--- src/rtl/instr_fetch.sv ---
// instr_fetch: PC sequencing and instruction-memory fetch feeding a single decode slot.
// Optional macro FETCH_TIMEOUT_EN bounds the FETCH wait and parks the block in ERR on expiry.
module instr_fetch #(
  parameter logic [31:0] RESET_PC       = 32'h0000_3000,
  parameter int unsigned TIMEOUT_CYCLES = 16
) (
  input  logic        clk,
  input  logic        rst_n,
  output logic        Imem_req,
  output logic [31:0] Imem_addr,
  input  logic        Imem_rdy,
  input  logic [31:0] Imem_rdata,
  output logic [31:0] Instr,
  output logic [15:0] Instr_imm,
  output logic        Instr_valid,
  input  logic        Instr_ack,
  input  logic        Branch_taken,
  input  logic [31:0] Ex_offset,
  input  logic        Jump,
  input  logic [25:0] Jump_target,
  output logic [31:0] PC,
  output logic        Fetch_err
);

  typedef enum logic [1:0] {
    IDLE  = 2'd0,
    FETCH = 2'd1,
    ISSUE = 2'd2,
    ERR   = 2'd3
  } state_t;

  state_t      r_state;
  state_t      w_state_nxt;
  logic [31:0] r_pc;
  logic [31:0] r_instr;
  logic [31:0] w_pc_plus4;
  logic [31:0] w_pc_nxt;
  logic        w_load_instr;
  logic        w_load_pc;
  logic        w_timeout;

  assign w_pc_plus4 = r_pc + 32'd4;

  // Jump outranks branch; both are relative to the sequential successor.
  always_comb begin
    w_pc_nxt = w_pc_plus4;
    if (Jump) begin
      w_pc_nxt = {w_pc_plus4[31:28], Jump_target, 2'b00};
    end else if (Branch_taken) begin
      w_pc_nxt = w_pc_plus4 + {Ex_offset[29:0], 2'b00};
    end
  end

`ifdef FETCH_TIMEOUT_EN
  localparam int CNT_W = (TIMEOUT_CYCLES > 2) ? $clog2(TIMEOUT_CYCLES) : 1;

  logic [CNT_W-1:0] r_wait_cnt;

  // Counter is held at zero outside FETCH, so every entry to FETCH starts it fresh.
  always_ff @(posedge clk or negedge rst_n) begin
    if (!rst_n) begin
      r_wait_cnt <= '0;
    end else if (r_state != FETCH) begin
      r_wait_cnt <= '0;
    end else if (!Imem_rdy) begin
      r_wait_cnt <= r_wait_cnt + CNT_W'(1);
    end
  end

  assign w_timeout = (r_state == FETCH) && !Imem_rdy &&
                     (r_wait_cnt >= CNT_W'(TIMEOUT_CYCLES - 1));
  assign Fetch_err = (r_state == ERR);
`else
  logic w_unused_timeout;

  assign w_unused_timeout = ^TIMEOUT_CYCLES;
  assign w_timeout        = 1'b0;
  assign Fetch_err        = 1'b0;
`endif

  always_comb begin
    w_state_nxt  = r_state;
    w_load_instr = 1'b0;
    w_load_pc    = 1'b0;
    case (r_state)
      IDLE: begin
        w_state_nxt = FETCH;
      end
      FETCH: begin
        if (Imem_rdy) begin
          w_state_nxt  = ISSUE;
          w_load_instr = 1'b1;
        end else if (w_timeout) begin
          w_state_nxt = ERR;
        end
      end
      ISSUE: begin
        if (Instr_ack) begin
          w_state_nxt = FETCH;
          w_load_pc   = 1'b1;
        end
      end
      ERR: begin
        w_state_nxt = ERR;
      end
      default: begin
        w_state_nxt = IDLE;
      end
    endcase
  end

  always_ff @(posedge clk or negedge rst_n) begin
    if (!rst_n) begin
      r_state <= IDLE;
      r_pc    <= RESET_PC;
      r_instr <= '0;
    end else begin
      r_state <= w_state_nxt;
      if (w_load_pc) begin
        r_pc <= w_pc_nxt;
      end
      if (w_load_instr) begin
        r_instr <= Imem_rdata;
      end
    end
  end

  // Request is a pure state decode so an asynchronous reset drops it immediately.
  assign Imem_req    = (r_state == FETCH);
  assign Imem_addr   = r_pc;
  assign PC          = r_pc;
  assign Instr       = r_instr;
  assign Instr_imm   = r_instr[15:0];
  assign Instr_valid = (r_state == ISSUE);

endmodule

--- config.mk ---
export PLATFORM = sky130hd
export DESIGN_NAME = instr_fetch
export DESIGN_NICKNAME = d
export VERILOG_FILES = /design/src/rtl/instr_fetch.sv
export SDC_FILE = /design/constraint.sdc
export NUM_CORES = 1
export LEC_CHECK = 0
export ABC_AREA = 1
export CORE_UTILIZATION = 40
export DETAILED_ROUTE_END_ITERATION = 10
export PLACE_DENSITY_LB_ADDON = 0.05
export REMOVE_ABC_BUFFERS = 1
export SLEW_MARGIN = 20
export SYNTH_ARGS = -nofsm -noshare
export SYNTH_HDL_FRONTEND = slang
export SYNTH_SLANG_ARGS = --single-unit
--- constraint.sdc ---
create_clock -name clk -period 6.9 [get_ports clk]
set_input_delay 2.07 -clock clk [delete_from_list [all_inputs] [get_ports clk]]
set_output_delay 2.07 -clock clk [all_outputs]
set_load 0.005 [all_outputs]
Yosys cells after proc, flatten, opt, wreduce, memory -nomap -nowiden --
Cells that the tools add are included.
Cells by class: equality and inequality tests 5, $add $sub $neg 2, muxes and demuxes 9, shift-type cells 0, reductions and logical operators 2, $lt $le $gt $ge 0, bitwise logic cells 0, div/mod/pow operators 0, $mul 0
Operators with widths (number):
- 2-to-1 mux 32 bit | 2
- adder 32 x 3 -> 32 bit (second input constant) | 1
- adder 32 bit | 1
- case mux 2 bit (4 select lines) | 1
- == test 2 bit (second input constant) | 2
- 2-to-1 mux 1 bit | 4
- 2-to-1 mux 2 bit | 2
- inequality test 2 x 1 -> 1 bit (second input constant) | 2
- == test 2 x 1 -> 1 bit (second input constant) | 1
- zero test 2 bit | 1
- AND reduction 2 bit | 1
Word-level totals: output and inout port bits 115, memory bits (read-only) 0, flip-flop bits (word level) 66, RAM bits 0, memories kept 0, bits in latches 0, logic and storage cells 21

Logic depth before layout (Yosys ltp) --
Gate-level depths: netlist (run 1).
word-level depth 4, mapped depth 22

Worst setup path before layout (run 1) --
No wires, ideal clock.
kind in2reg, start input Ex_offset[0], end register r_pc[20] (netlist: Imem_addr[20]), arrival time 3.425 ns, setup slack 3.353 ns, data required time 6.778 ns, path buffers 0, cell stages on the path 14, library setup time 0.122 ns, path through ha_1 -> fa_1 -> nand2_1 -> nand2_1 -> nand3_1 -> nand2_1 -> nand2_1 -> nand2_1 -> nand2_1 -> nand2_1 -> nand2_1 -> nand3_1 -> nand2_1 -> a21boi_2
On the way: word-level cells in the longest chain between the ends 3
RTL lines:
- start, declared | RTL line 18 | input logic [31:0] Ex_offset,
- adder 32 bit | RTL line 50 | w_pc_nxt = w_pc_plus4 + {Ex_offset[29:0], 2'b00};
- 2-to-1 mux 32 bit | RTL line 49 | end else if (Branch_taken) begin
- 2-to-1 mux 32 bit | RTL line 47 | if (Jump) begin
- end signal, assigned | RTL line 120 | r_pc <= w_pc_nxt;
- end, declared | RTL line 34 | logic [31:0] r_pc;
No other way between the ends. A chain may end at the register's enable or synchronous reset.

Worst setup path after layout (run 1) --
start input Branch_taken, end register r_pc[4] (netlist: Imem_addr[4])
On the way: word-level cells in the longest chain between the ends 2
RTL lines:
- start, declared | RTL line 17 | input logic Branch_taken,
- 2-to-1 mux 32 bit | RTL line 49
- 2-to-1 mux 32 bit | RTL line 47
No other way between the ends.

==> flow_metrics.tcl, run 1 <==
set metrics [dict create \
    diodes 0 \
    dpl_cell_area_um2 8470 \
    seqPwrFrac_pct 21.1 \
    synth_top_cell_by_area "dfrtp_1" \
    switching_power_w 0.00166 \
    post_cts_resized 0 \
    cts_tree "done" \
    end_kind "flop" \
    peakVddDrop_mv 0.203 \
    fin_crit_sh_pct 62.0 \
    combPwrFrac_pct 65.3 \
    tightestPinTransition_ps 974 \
    routed_wl_um 21200 \
    drt-wirelength-per-cell_um 15.4 \
    min_to "Instr[24]" \
    design_area_um2 8800 \
    synth_commonest_cells "nand2_1, inv_1, nor2_1" \
    synth_top_family_by_area "simple AND/OR/NAND/NOR gates" \
    cap_violations 0 \
    slew_violations 0 \
    slowest_stage "clkdlybuf4s50_1" \
    ys_ff_latch 64 \
    ant_nets 0 \
    critPathBufInv 4 \
    die_area_um2 17000 \
    synth_fa_ha_area_share_pct 7.34 \
    cp-start-kind "input pin" \
    power_frac_clock_pct 13.6 \
    crit_chain "clkdlybuf4s50_1, inv_2, nor2_4, inv_2, a21oi_1, o21ai_0, nand3_1, o21ai_0, inv_1" \
    numCtsBuffers 9 \
    yosysMostFrequentCell "nand2_1" \
    clock_sinks 64 \
    nFillCells 1601 \
    muxShareOfSynthArea_pct 5.48 \
    die_x_um 130 \
    gr-total-overflow 0 \
    via_per_inst 4.88 \
    hold_viol_final 0 \
    final_util_pct 55.2 \
    cts_root_buffer "clkbuf_16" \
    setup_viol 0 \
    tns_ps 0 \
    rrSetupSlack_ps 3500 \
    h-tree-depth 3 \
    dp_hpwl_um 17200 \
    die_h_um 130 \
    synthDistinctLibCells 47 \
    synth_compound_area_share_pct 10.7 \
    leakage_nw 4.34 \
    synthTopCellsByArea "dfrtp_1, nand2_1, inv_1, ha_1, buf_4" \
    synth_edf_count 0 \
    drt_iter0_markers 440 \
    clock.fmax_mhz 234 \
    reg2reg_depth 18 \
    synth_top_area_share_pct 23.6 \
    synth_cells 1000 \
    worst_skew_pair.late_latency_ps 340 \
    nNetsFinal 1290 \
    sw_frac_of_total_pct 44.6 \
    core_area_um2 15900 \
    holdCritStartpoint "Instr[24]" \
    crit_fanout 20 \
    grt_pass1_wl_um 32200 \
    grt_pass1_vias 6111 \
    grt_use_total_pct 25.3 \
    critPathKind "input pin to flop" \
    layout-drive-gt1-share_pct 9.13 \
    async_reset_ff_share_pct 100 \
    yosys.area_share.xor_xnor_pct 2.91 \
    synth.cell_area_um2 6580 \
    initial_core_util_pct 41.2 \
    cp.arrival_ps 4560 \
    first_pass_iters 5 \
    syn_area_per_cell_um2 6.58 \
    path_clk_slew_ps 60 \
    cp-startpoint "Branch_taken" \
    yosys.area_share.simple_pct 33.1 \
    min_path_type "flop to flop" \
    rr_startpoint "Imem_addr[2]" \
    ys.flop_type "dfrtp_1" \
    p_int_w 0.00207 \
    rsz0062_at_grt "no" \
    powerDensity_nw_per_um2 424 \
    maxSlewHeadroom_pct 34.9 \
    routed-via-count 6726 \
    ys_warn_count 0 \
    rows 46 \
    run_status "finished, final reports clean" \
    clock_path_buffers 2 \
    cp.required_ps 7180 \
    postCtsHoldBufs 0 \
    yosysSeqAreaShare_pct 24.4 \
    antenna_found_initial 0 \
    whs_path_depth 1 \
    syn_to_final_growth_pct 33.8 \
    worstReg2RegEnd "Imem_addr[23]" \
    skew_ps 6.79 \
    ios 211 \
    drc 0 \
    grt_max_degree 65 \
    cp_top_family "buffers and inverters" \
    period_minus_slack_ps 4280 \
    place_congestion 0.905 \
    io_buffers 203 \
    slowest_delay_ps 1110 \
    cts_setup_buffers 0 \
]
==> power by group through the flow <==
| stage | clock network (W) | logic [W] | registers, W |
|---|---|---|---|
| 3_3_place_gp | 0 | 0.00242 | 0.000790 |
| 2_1_floorplan | 0 | 0.00133 | 0.000773 |
| 3_5_place_dp | 0 | 0.00243 | 0.000794 |
| 6_report | 0.000508 | 0.00243 | 0.000786 |
| 5_1_grt | 0.000533 | 0.00272 | 0.000820 |
| 4_1_cts | 0.000517 | 0.00244 | 0.000790 |
==> kinds of logic (layout without fill, tap and decap cells) <==
group,count (synthesis),after routing
multiplexers,32,32
AO/OA/AOI/OAI,123,123
AND/OR/NAND/NOR,496,496
other,1,5
flip-flops,64,64
adder cells (fa/ha/maj),38,38
buffers and inverters,225,382
XOR/XNOR,21,21
==> cells in the final DEF (no fill, tap or decap), types with 8 or more instances in the layout <==
| cell type | Yosys | layout |
|---|---|---|
| a21oi_1 | 65 | 65 |
| clkbuf_16 | 0 | 9 |
| clkdlybuf4s50_1 | 0 | 202 |
| dfrtp_1 | 62 | 62 |
| ha_1 | 37 | 37 |
| inv_1 | 155 | 155 |
| mux2_2 | 32 | 32 |
| nand2_1 | 301 | 301 |
| nand2_2 | 13 | 13 |
| nand3_1 | 61 | 61 |
| nand4_1 | 8 | 8 |
| nor2_1 | 66 | 66 |
| nor2_2 | 8 | 8 |
| nor3_1 | 11 | 11 |
| o21ai_0 | 20 | 20 |
| xor2_1 | 20 | 20 |
==> how the worst max path moves through the flow <==
| stage | to | cells after the start |
|---|---|---|
| finish | Imem_addr[4] | 9 |
| global route | Imem_addr[4] | 9 |
| global placement | Imem_addr[7] | 7 |
| detailed placement | Imem_addr[7] | 7 |
| floorplan | Imem_addr[23] | 4 |
| CTS | Imem_addr[7] | 7 |
==> cell type report <==
class / count / area [um2] / area share (%)
Clock buffer: 10 / 239 / 2.72
Timing Repair Buffer: 207 / 2060 / 23.4
Clock inverter: 6 / 91.3 / 1.04
Multi-Input combinational cell: 715 / 3940 / 44.8
Sequential cell: 64 / 1600 / 18.2
Tap cell: 216 / 270 / 3.07
Inverter: 159 / 597 / 6.78
==> layer usage <==
layer / global-route usage, % / up-vias / part of all wire [%]
li1: - / 3412 / -
met2: 42.2 / 230 / 47
met3: 3.53 / 18 / 6.7
met1: 35.0 / 3066 / 45
met5: 0 / - / 0
met4: 4.58 / 0 / 0.96
==> sequential cells by signal, indices dropped and copies added, names as in the netlist <==
name	cells
r_state	2
Imem_addr	30
Instr	32
==> worst register-to-register path, stage by stage (launching register included) <==
cell,delay (ps)
dfrtp_1,510
ha_1,280
nand2_2,150
nor2_4,210
nand2_1,70
nor2_1,110
xor2_1,220
inv_1,70
ha_1,370
nand2_1,120
nor2_1,200
nand2_1,190
inv_1,120
nand3_1,160
nand3_1,140
nand2_1,50
nand3_1,130
nand2_1,120
a21boi_2,120
==> per-stage QoR <==
step | hold slack [ps] | power (W) | setup slack, ps | instances
after floorplan | 493 | 0.00211 | 3140 | 938
after global placement | 488 | 0.00321 | 2310 | 1361
after detailed placement | 492 | 0.00322 | 2310 | 1361
after CTS | 506 | 0.00375 | 2670 | 1377
after global routing | 513 | 0.00408 | 2450 | 1377
final | 503 | 0.00373 | 2620 | 1377
(Power assumes the default switching activity.)
==> run 2, diff against run 1 <==
==> constraint.sdc (replaced) <==
create_clock -name clk -period 4.5 [get_ports clk]
set_input_delay 1.35 -clock clk [delete_from_list [all_inputs] [get_ports clk]]
set_output_delay 1.35 -clock clk [all_outputs]
set_load 0.005 [all_outputs]
==> flow_metrics.tcl, run 2 (synthesized netlist as in run 1, its figures left out) <==
set metrics [dict create \
    run_status "finished, final reports clean" \
    antenna_found_initial 0 \
    holdCritStartpoint "Instr[30]" \
    place_congestion 0.914 \
    reg2reg_depth 16 \
    syn_to_final_growth_pct 33.3 \
    fin_crit_sh_pct 78.0 \
    switching_power_w 0.00254 \
    via_per_inst 4.93 \
    path_clk_slew_ps 60 \
    power_w 0.00559 \
    whs_path_depth 1 \
    ant_nets 0 \
    largest_reg_flops 32 \
    tightestPinTransition_ps 624 \
    grt_pass1_vias 6138 \
    layout_setup_ws_ps 989 \
    cp-start-kind "flop" \
    maxSlewHeadroom_pct 58.3 \
    dpl_cell_area_um2 8490 \
    rows 46 \
    io_buffers 203 \
    first_pass_iters 6 \
    dp_hpwl_um 17400 \
    worstReg2RegEnd "Imem_addr[15]" \
    nNetsFinal 1293 \
    wl_met3_um 1410 \
    core_area_um2 15900 \
    ios 211 \
    diodes 0 \
    peakVddDrop_mv 0.311 \
    min_to "Instr[30]" \
    cts_setup_buffers 0 \
    postCtsHoldBufs 0 \
    drt-wirelength-per-cell_um 15.2 \
    clock_sinks 64 \
    crit_fanout 5 \
    drc 0 \
    leakage_nw 4.33 \
    clock.fmax_mhz 285 \
    cp.arrival_ps 3770 \
    rr_startpoint "Imem_addr[13]" \
    cts_root_buffer "clkbuf_16" \
    design_area_um2 8770 \
    worst_skew_pair.late_latency_ps 340 \
    routed_wl_um 21000 \
    initial_core_util_pct 41.2 \
    power_frac_clock_pct 11.6 \
    rsz0062_at_grt "no" \
    powerDensity_nw_per_um2 638 \
    seqPwrFrac_pct 21.6 \
    met2_length_um 9820 \
    met1_length_um 9610 \
    dp_slack_ps 893 \
    grt_pass1_wl_um 32200 \
    critPathKind "flop to flop" \
    routed-via-count 6802 \
    sw_frac_of_total_pct 45.4 \
    grt_use_total_pct 25.2 \
    min_path_type "flop to flop" \
    mostFrequentLayoutCell "nand2_1" \
    gr-total-overflow 0 \
    h-tree-depth 3 \
    cts_tree "done" \
    p_int_w 0.00305 \
    post_cts_resized 0 \
    slew_violations 0 \
    end_kind "flop" \
    setup_viol 0 \
    hold_viol_final 0 \
    top_layer "met4" \
    rrSetupSlack_ps 990 \
    cap_violations 0 \
    die_h_um 130 \
    cp.required_ps 4760 \
    final_util_pct 55.0 \
    mostFrequentLayoutCells "nand2_1, clkdlybuf4s50_1, inv_1" \
    tns_ps 0 \
    grt_max_degree 34 \
    skew_ps 6.00 \
    period_minus_slack_ps 3510 \
    die_area_um2 17000 \
    die_x_um 130 \
    clock_path_buffers 2 \
    combPwrFrac_pct 66.9 \
    numCtsBuffers 9 \
    drt_iter0_markers 474 \
    layout-drive-gt1-share_pct 9.28 \
]
## run 2: stage by stage
stage / cells / hold WS [ps]
after floorplan: 938 / 493
after global placement: 1364 / 486
after detailed placement: 1364 / 493
after CTS: 1380 / 505
after global routing: 1380 / 512
final: 1380 / 502
## run 2: worst max-delay path, stage by stage, from the launching register on
cell	delay, ps
dfstp_2	620
nand2_1	140
nor2_1	180
nand2_1	110
nor2_1	220
xor2_1	310
inv_1	130
ha_1	400
nand2_1	120
nor2_1	260
and2_1	240
nand2_1	80
nand3_1	180
nand2_1	90
nand3_1	120
o211ai_1	110
a21boi_1	130
## run 2: cell type report
cell class | instances | area (um2)
clock inverters | 5 | 32.5
inverters | 159 | 597
clock buffers | 11 | 243
flip-flops and latches | 64 | 1600
well taps | 216 | 270
repair buffers | 210 | 2080
multi-input cells | 715 | 3940
fillers | 1670 | 7180
## run 2: how the worst max path moves through the flow
| stage | from | to | slack (ps) | depth (start not counted) |
|---|---|---|---|---|
| detailed placement | Ex_offset[0] | Imem_addr[28] | 890 | 15 |
| finish | Imem_addr[13] | Imem_addr[15] | 990 | 16 |
| floorplan | Instr_ack | Imem_addr[23] | 1460 | 4 |
| global route | Imem_addr[2] | Imem_addr[30] | 760 | 18 |
| CTS | Imem_addr[13] | Imem_addr[31] | 1100 | 17 |
| global placement | Ex_offset[0] | Imem_addr[28] | 910 | 15 |
## run 2: power by group through the flow
stage	sequential [W]	combinational, W	clock, W
2_1_floorplan	0.00119	0.00205	0
3_3_place_gp	0.00121	0.00372	0
3_5_place_dp	0.00122	0.00372	0
4_1_cts	0.00121	0.00375	0.000663
5_1_grt	0.00126	0.00418	0.000689
6_report	0.00121	0.00374	0.000647
## run 2: metal layers
layer	global-route usage [%]	up-vias
li1	-	3427
met1	35.3	3091
met2	41.4	265
met3	3.32	19
met4	4.99	0
met5	0	-
==> edit 1: new RTL, flow settings as in run 2 <==
Add a define of `FETCH_TIMEOUT_EN`.
--- a/src/rtl/instr_fetch.sv
+++ b/src/rtl/instr_fetch.sv
@@ -1,5 +1,7 @@
 // instr_fetch: PC sequencing and instruction-memory fetch feeding a single decode slot.
 // Optional macro FETCH_TIMEOUT_EN bounds the FETCH wait and parks the block in ERR on expiry.
+`define FETCH_TIMEOUT_EN
+
 module instr_fetch #(
   parameter logic [31:0] RESET_PC       = 32'h0000_3000,
   parameter int unsigned TIMEOUT_CYCLES = 16
Behaviour: no difference found for any inputs over 10 cycles, from zero or initial values and one cycle with rst_n low; that may be too few to reach the edited logic, so the function may still have changed.
==> edit 1 against run 2 <==
- final cell count is 0.51% higher
- total power down 2.8%
- design area down 0.46%
- worst hold slack worse by 1.5 ps
- sequential cell count rose by 4
- wire length increased by 1.2%
- area after synthesis shrank 0.67%
- combinational power shrank 5%
- sequential power grew 3%
- die area fell by 0.65%
- worst setup slack worse by 3.2 ps
- global-route usage up 0.35 points
==> edit 1: results (changes against run 2) <==
placed inst area 0.00847 mm^2 (was 0.00849 mm^2); sequential area share after synthesis 0.261 (was 0.244); met2 Usage GRT 0.420 (was 0.414); largest net degree at the start of global routing 44 (was 34); Crit Path Max Fanout 7 (was 5); vias in the first global route 6,355 (was 6,138); met3 usage 0.0344 (was 0.0332); metal3 WL 1.33 mm (was 1.41 mm); peak supply drop 0.295 mV (was 0.311 mV); largest cells by area after synthesis dfrtp_1, nand2_1, inv_1 (unchanged); Worst EP arrival 3730 ps (was 3770 ps); worst slew pin tran 855 ps (was 624 ps); synth cell count leaders nand2_1, inv_1, nor2_1, dfrtp_1, nand3_1 (was nand2_1, inv_1, nor2_1, a21oi_1, dfrtp_1); CP startpoint Imem_addr[2] (was Imem_addr[13]); hold endpoint Instr[19] (was Instr[30]); Met2 Wirelength 9.84 mm (was 9.82 mm); leakage power 4.33 nW (about the same); initial drt markers 481 (was 474); GP Congestion 0.930 (was 0.914); post-route non-filler standard cell count 1,387 (was 1,380); outcome finished clean (unchanged); First-pass DRT Iterations 5 (was 6); r2r worst-path depth 18 (was 16); proportion of layout cells with a drive suffix above 1 0.0623 (was 0.0928); Yosys cell types 43 (was 47); Routed met1 length 9.73 mm (was 9.61 mm); clk_lat worst skew 320 ps (was 340 ps); Place WS 882 ps (was 893 ps); I/O Buffers 204 (was 203); worst reg2reg setup slack 990 ps (about the same); Hold Startpoint Instr[19] (was Instr[30]); fillers 1,688 (was 1,670); GRT met1 Usage 0.351 (was 0.353)
## edit 1: how the worst max path moves through the flow
| stage | endpoint | slack, ps | cells past startpoint |
|---|---|---|---|
| after detailed placement | Imem_addr[22] | 880 | 12 |
| after floorplan | Imem_addr[4] | 1470 | 7 |
| final | Imem_addr[28] | 990 | 18 |
| after global placement | Imem_addr[30] | 910 | 13 |
| after global routing | Imem_addr[28] | 700 | 18 |
| after CTS | Imem_addr[28] | 1050 | 18 |
## edit 1: cell families after synthesis
| family | Yosys count | synth area share |
|---|---|---|
| xor gates and xnor gates | 20 | 0.0268 |
| and+or+nand+nor | 517 | 0.328 |
| adders and majority gates | 39 | 0.0758 |
| other | 1 | 0.000574 |
| AOI/OAI and AO/OA | 114 | 0.0986 |
| muxes | 32 | 0.0552 |
| buffers and inverters | 215 | 0.154 |
| DFF | 68 | 0.261 |
## edit 1: worst max-delay path: stages (launching register included)
cell,delay (ps)
dfrtp_1,500
ha_1,260
inv_1,60
nor2_2,260
nand2_2,160
nor2_2,180
nand4_1,140
inv_1,80
nand2_1,50
and2_1,150
ha_1,390
nand2_1,120
nor2_1,140
nor3b_1,350
nand3_1,220
nand3_1,130
nand3_1,100
nand2_1,80
nand2_1,40
## edit 1: power by group
part / switching, mW / internal, mW / leakage [nW]
combinational: 1.83 / 1.74 / 3.40
clock: 0.257 / 0.366 / 0.124
sequential: 0.345 / 0.903 / 0.801
total: 2.43 / 3.01 / 4.33
## edit 1: layout make-up
cell class	instances	area share
clock inverter	5	0.00344
inverter	151	0.0650
tap	216	0.0310
clock buffer	10	0.0262
sequential	68	0.195
timing repair buffer	211	0.239
multi-input combinational	726	0.440
==> edit 2: new RTL, settings of run 2 <==
Made on the original files. Re-encode `state_t` (4 states) as one-hot, 4 bits wide.
--- a/src/rtl/instr_fetch.sv
+++ b/src/rtl/instr_fetch.sv
@@ -22,11 +22,11 @@
   output logic        Fetch_err
 );
 
-  typedef enum logic [1:0] {
-    IDLE  = 2'd0,
-    FETCH = 2'd1,
-    ISSUE = 2'd2,
-    ERR   = 2'd3
+  typedef enum logic [3:0] {
+    IDLE  = 4'b0001,
+    FETCH = 4'b0010,
+    ISSUE = 4'b0100,
+    ERR   = 4'b1000
   } state_t;
 
   state_t      r_state;
Check against the original RTL: same outputs for any inputs over 10 cycles, from zero or initial values and one cycle with rst_n low; not proved beyond that.
==> edit 2 against run 2 <==
- total power fell by 3.8%
- critical endpoint is now Imem_addr[30]
- critical path type unchanged
- utilization rose by 0.41 points
- global-route usage rose by 3.7 points
- final cell count rose by 6.5%
- design area rose by 1.1%
- clock skew rose by 3.1 ps
- sequential cell count rose by 2
- combinational power fell by 9.4%
- largest power group unchanged
- area after synthesis rose by 0.59%
- die area rose by 0.59%
- wire length rose by 15%
- worst setup slack got worse by 30 ps
- count of clock-buffer cells in the layout fell by 2
==> edit 2: results (changes against run 2) <==
clk_lat worst skew 350 ps; sequential area share after synthesis 0.250 (was 0.244); Synth Area in Compound Gates 0.0978 (was 0.107); worst hold path class flop to flop (unchanged); Met2 Wirelength 10.8 mm (was 9.82 mm); leakage power 4.59 nW (was 4.33 nW); Total Wirelength 24.2 mm (was 21.0 mm); first-pass GRT wire length 36.0 mm (was 32.2 mm); CP Launch Type flop (unchanged); initial drt markers 507 (was 474); vias in the first global route 6,590 (was 6,138); total track usage 0.289 (was 0.252); HPWL after DPL 19.6 mm (was 17.4 mm); I/O Buffers 203 (unchanged); GP Congestion 0.950 (was 0.914); initial antenna violation count 0 (unchanged); Synth Area in Adders 0.0730 (was 0.0734); metal3 WL 1.52 mm (was 1.41 mm); Routed met1 length 11.2 mm (was 9.61 mm); slowest stage delay, CP 560 ps (was 620 ps); Place WS 833 ps (was 893 ps); post-route non-filler standard cell count 1,470 (was 1,380); Highest Signal Layer met4 (unchanged); outcome finished clean (unchanged); fraction of synthesized area in multiplexers 0 (was 0.0548); largest net degree at the start of global routing 34 (unchanged); First-pass DRT Iterations 5 (was 6); placed inst area 0.00856 mm^2 (was 0.00849 mm^2); Ant. Diodes 0 (unchanged); worst slew pin tran 881 ps (was 624 ps); Final Skew 9.07 ps (was 6.00 ps); CP max-delay cell dfrtp_1 (was dfstp_2); post-CTS setup buffer count 0 (unchanged); peak supply drop 0.352 mV (was 0.311 mV); Crit Path Max Fanout 6 (was 5); H-Tree Depth 3 (unchanged); post-cts resize count 0 (unchanged); total CTS buffers 9 (unchanged); ys flop type dfrtp_1 (unchanged); clock tree root buffer cell clkbuf_16 (unchanged); Post-Syn Area per Cell 6.08 um^2 (was 6.58 um^2); largest cells by area after synthesis dfrtp_1, nand2_1, inv_1 (unchanged); max reg flops 32 (unchanged); proportion of layout cells with a drive suffix above 1 0.0510 (was 0.0928); Vias 7,174 (was 6,802); fillers 1,681 (was 1,670); ys async rst share 1.00 (unchanged); Crit path max-delay family simple AND/OR/NAND/NOR gates (unchanged); Yosys cell types 45 (was 47); Synth Area in XOR/XNOR 0.0303 (was 0.0291); clock transition at the registers of the reported paths 70 ps; final net count 1,383 (was 1,293); Syn. warnings 0 (unchanged); clk buf depth 2 (unchanged); synth cell count leaders nand2_1, inv_1, nor2_1, nand3_1, dfrtp_1 (was nand2_1, inv_1, nor2_1, a21oi_1, dfrtp_1)
==> edit 2: worst reg2reg max path: stages, from the launching register on <==
cell and delay [ps]:
dfrtp_1 560, nand2_1 200, nor3_1 470, nand2_1 140
nor3_1 160, nand3b_1 110, nand2_1 130, inv_1 50
ha_1 370, inv_1 100, nor3_1 320, nand2_1 160
nor3_1 150, nand2_1 140, nand3_1 110, nand3_1 90
nand2_1 100, nand2_1 60
==> edit 2: routing by layer <==
metal | global-route usage | vias up
met5 | 0 | -
met4 | 0.112 | 0
met3 | 0.0301 | 37
met2 | 0.466 | 253
met1 | 0.396 | 3217
li1 | - | 3667
==> edit 2: logic make-up after synthesis <==
group,after synthesis
buffers and inverters,234
adders and majority gates,38
other,1
AOI/OAI and AO/OA,115
DFF,66
and+or+nand+nor,612
xor gates and xnor gates,22
==> edit 2: area by class of cell <==
cell class                      count  area (um^2)  area share
Sequential cell                    66         1660       0.187
Multi-Input combinational cell    792         3900       0.440
Tap cell                          216          270      0.0305
Clock inverter                      7         77.6     0.00875
Timing Repair Buffer              215         2120       0.239
Clock buffer                        9          225      0.0254
Inverter                          165          619      0.0699
==> edit 2: path summary, 6_finish.rpt <==
kind / slack [ps] / start / endpoint / cells past startpoint
max: 960 / Imem_addr[17] / Imem_addr[30] / 17
min: 470 / Instr[19] / Instr[19] / 2
max reg2reg: 960 / Imem_addr[17] / Imem_addr[30] / 17
min reg2reg: 470 / Instr[19] / Instr[19] / 2
max in group asynchronous: 2570 / rst_n / Instr[3] / 2
min in group asynchronous: 1120 / rst_n / Imem_addr[30] / 1
==> edit 2: power by group <==
| group | total [mW] | switching [mW] | internal, mW |
|---|---|---|---|
| Clock | 0.754 | 0.318 | 0.435 |
| Sequential | 1.24 | 0.375 | 0.861 |
| Combinational | 3.39 | 1.82 | 1.56 |
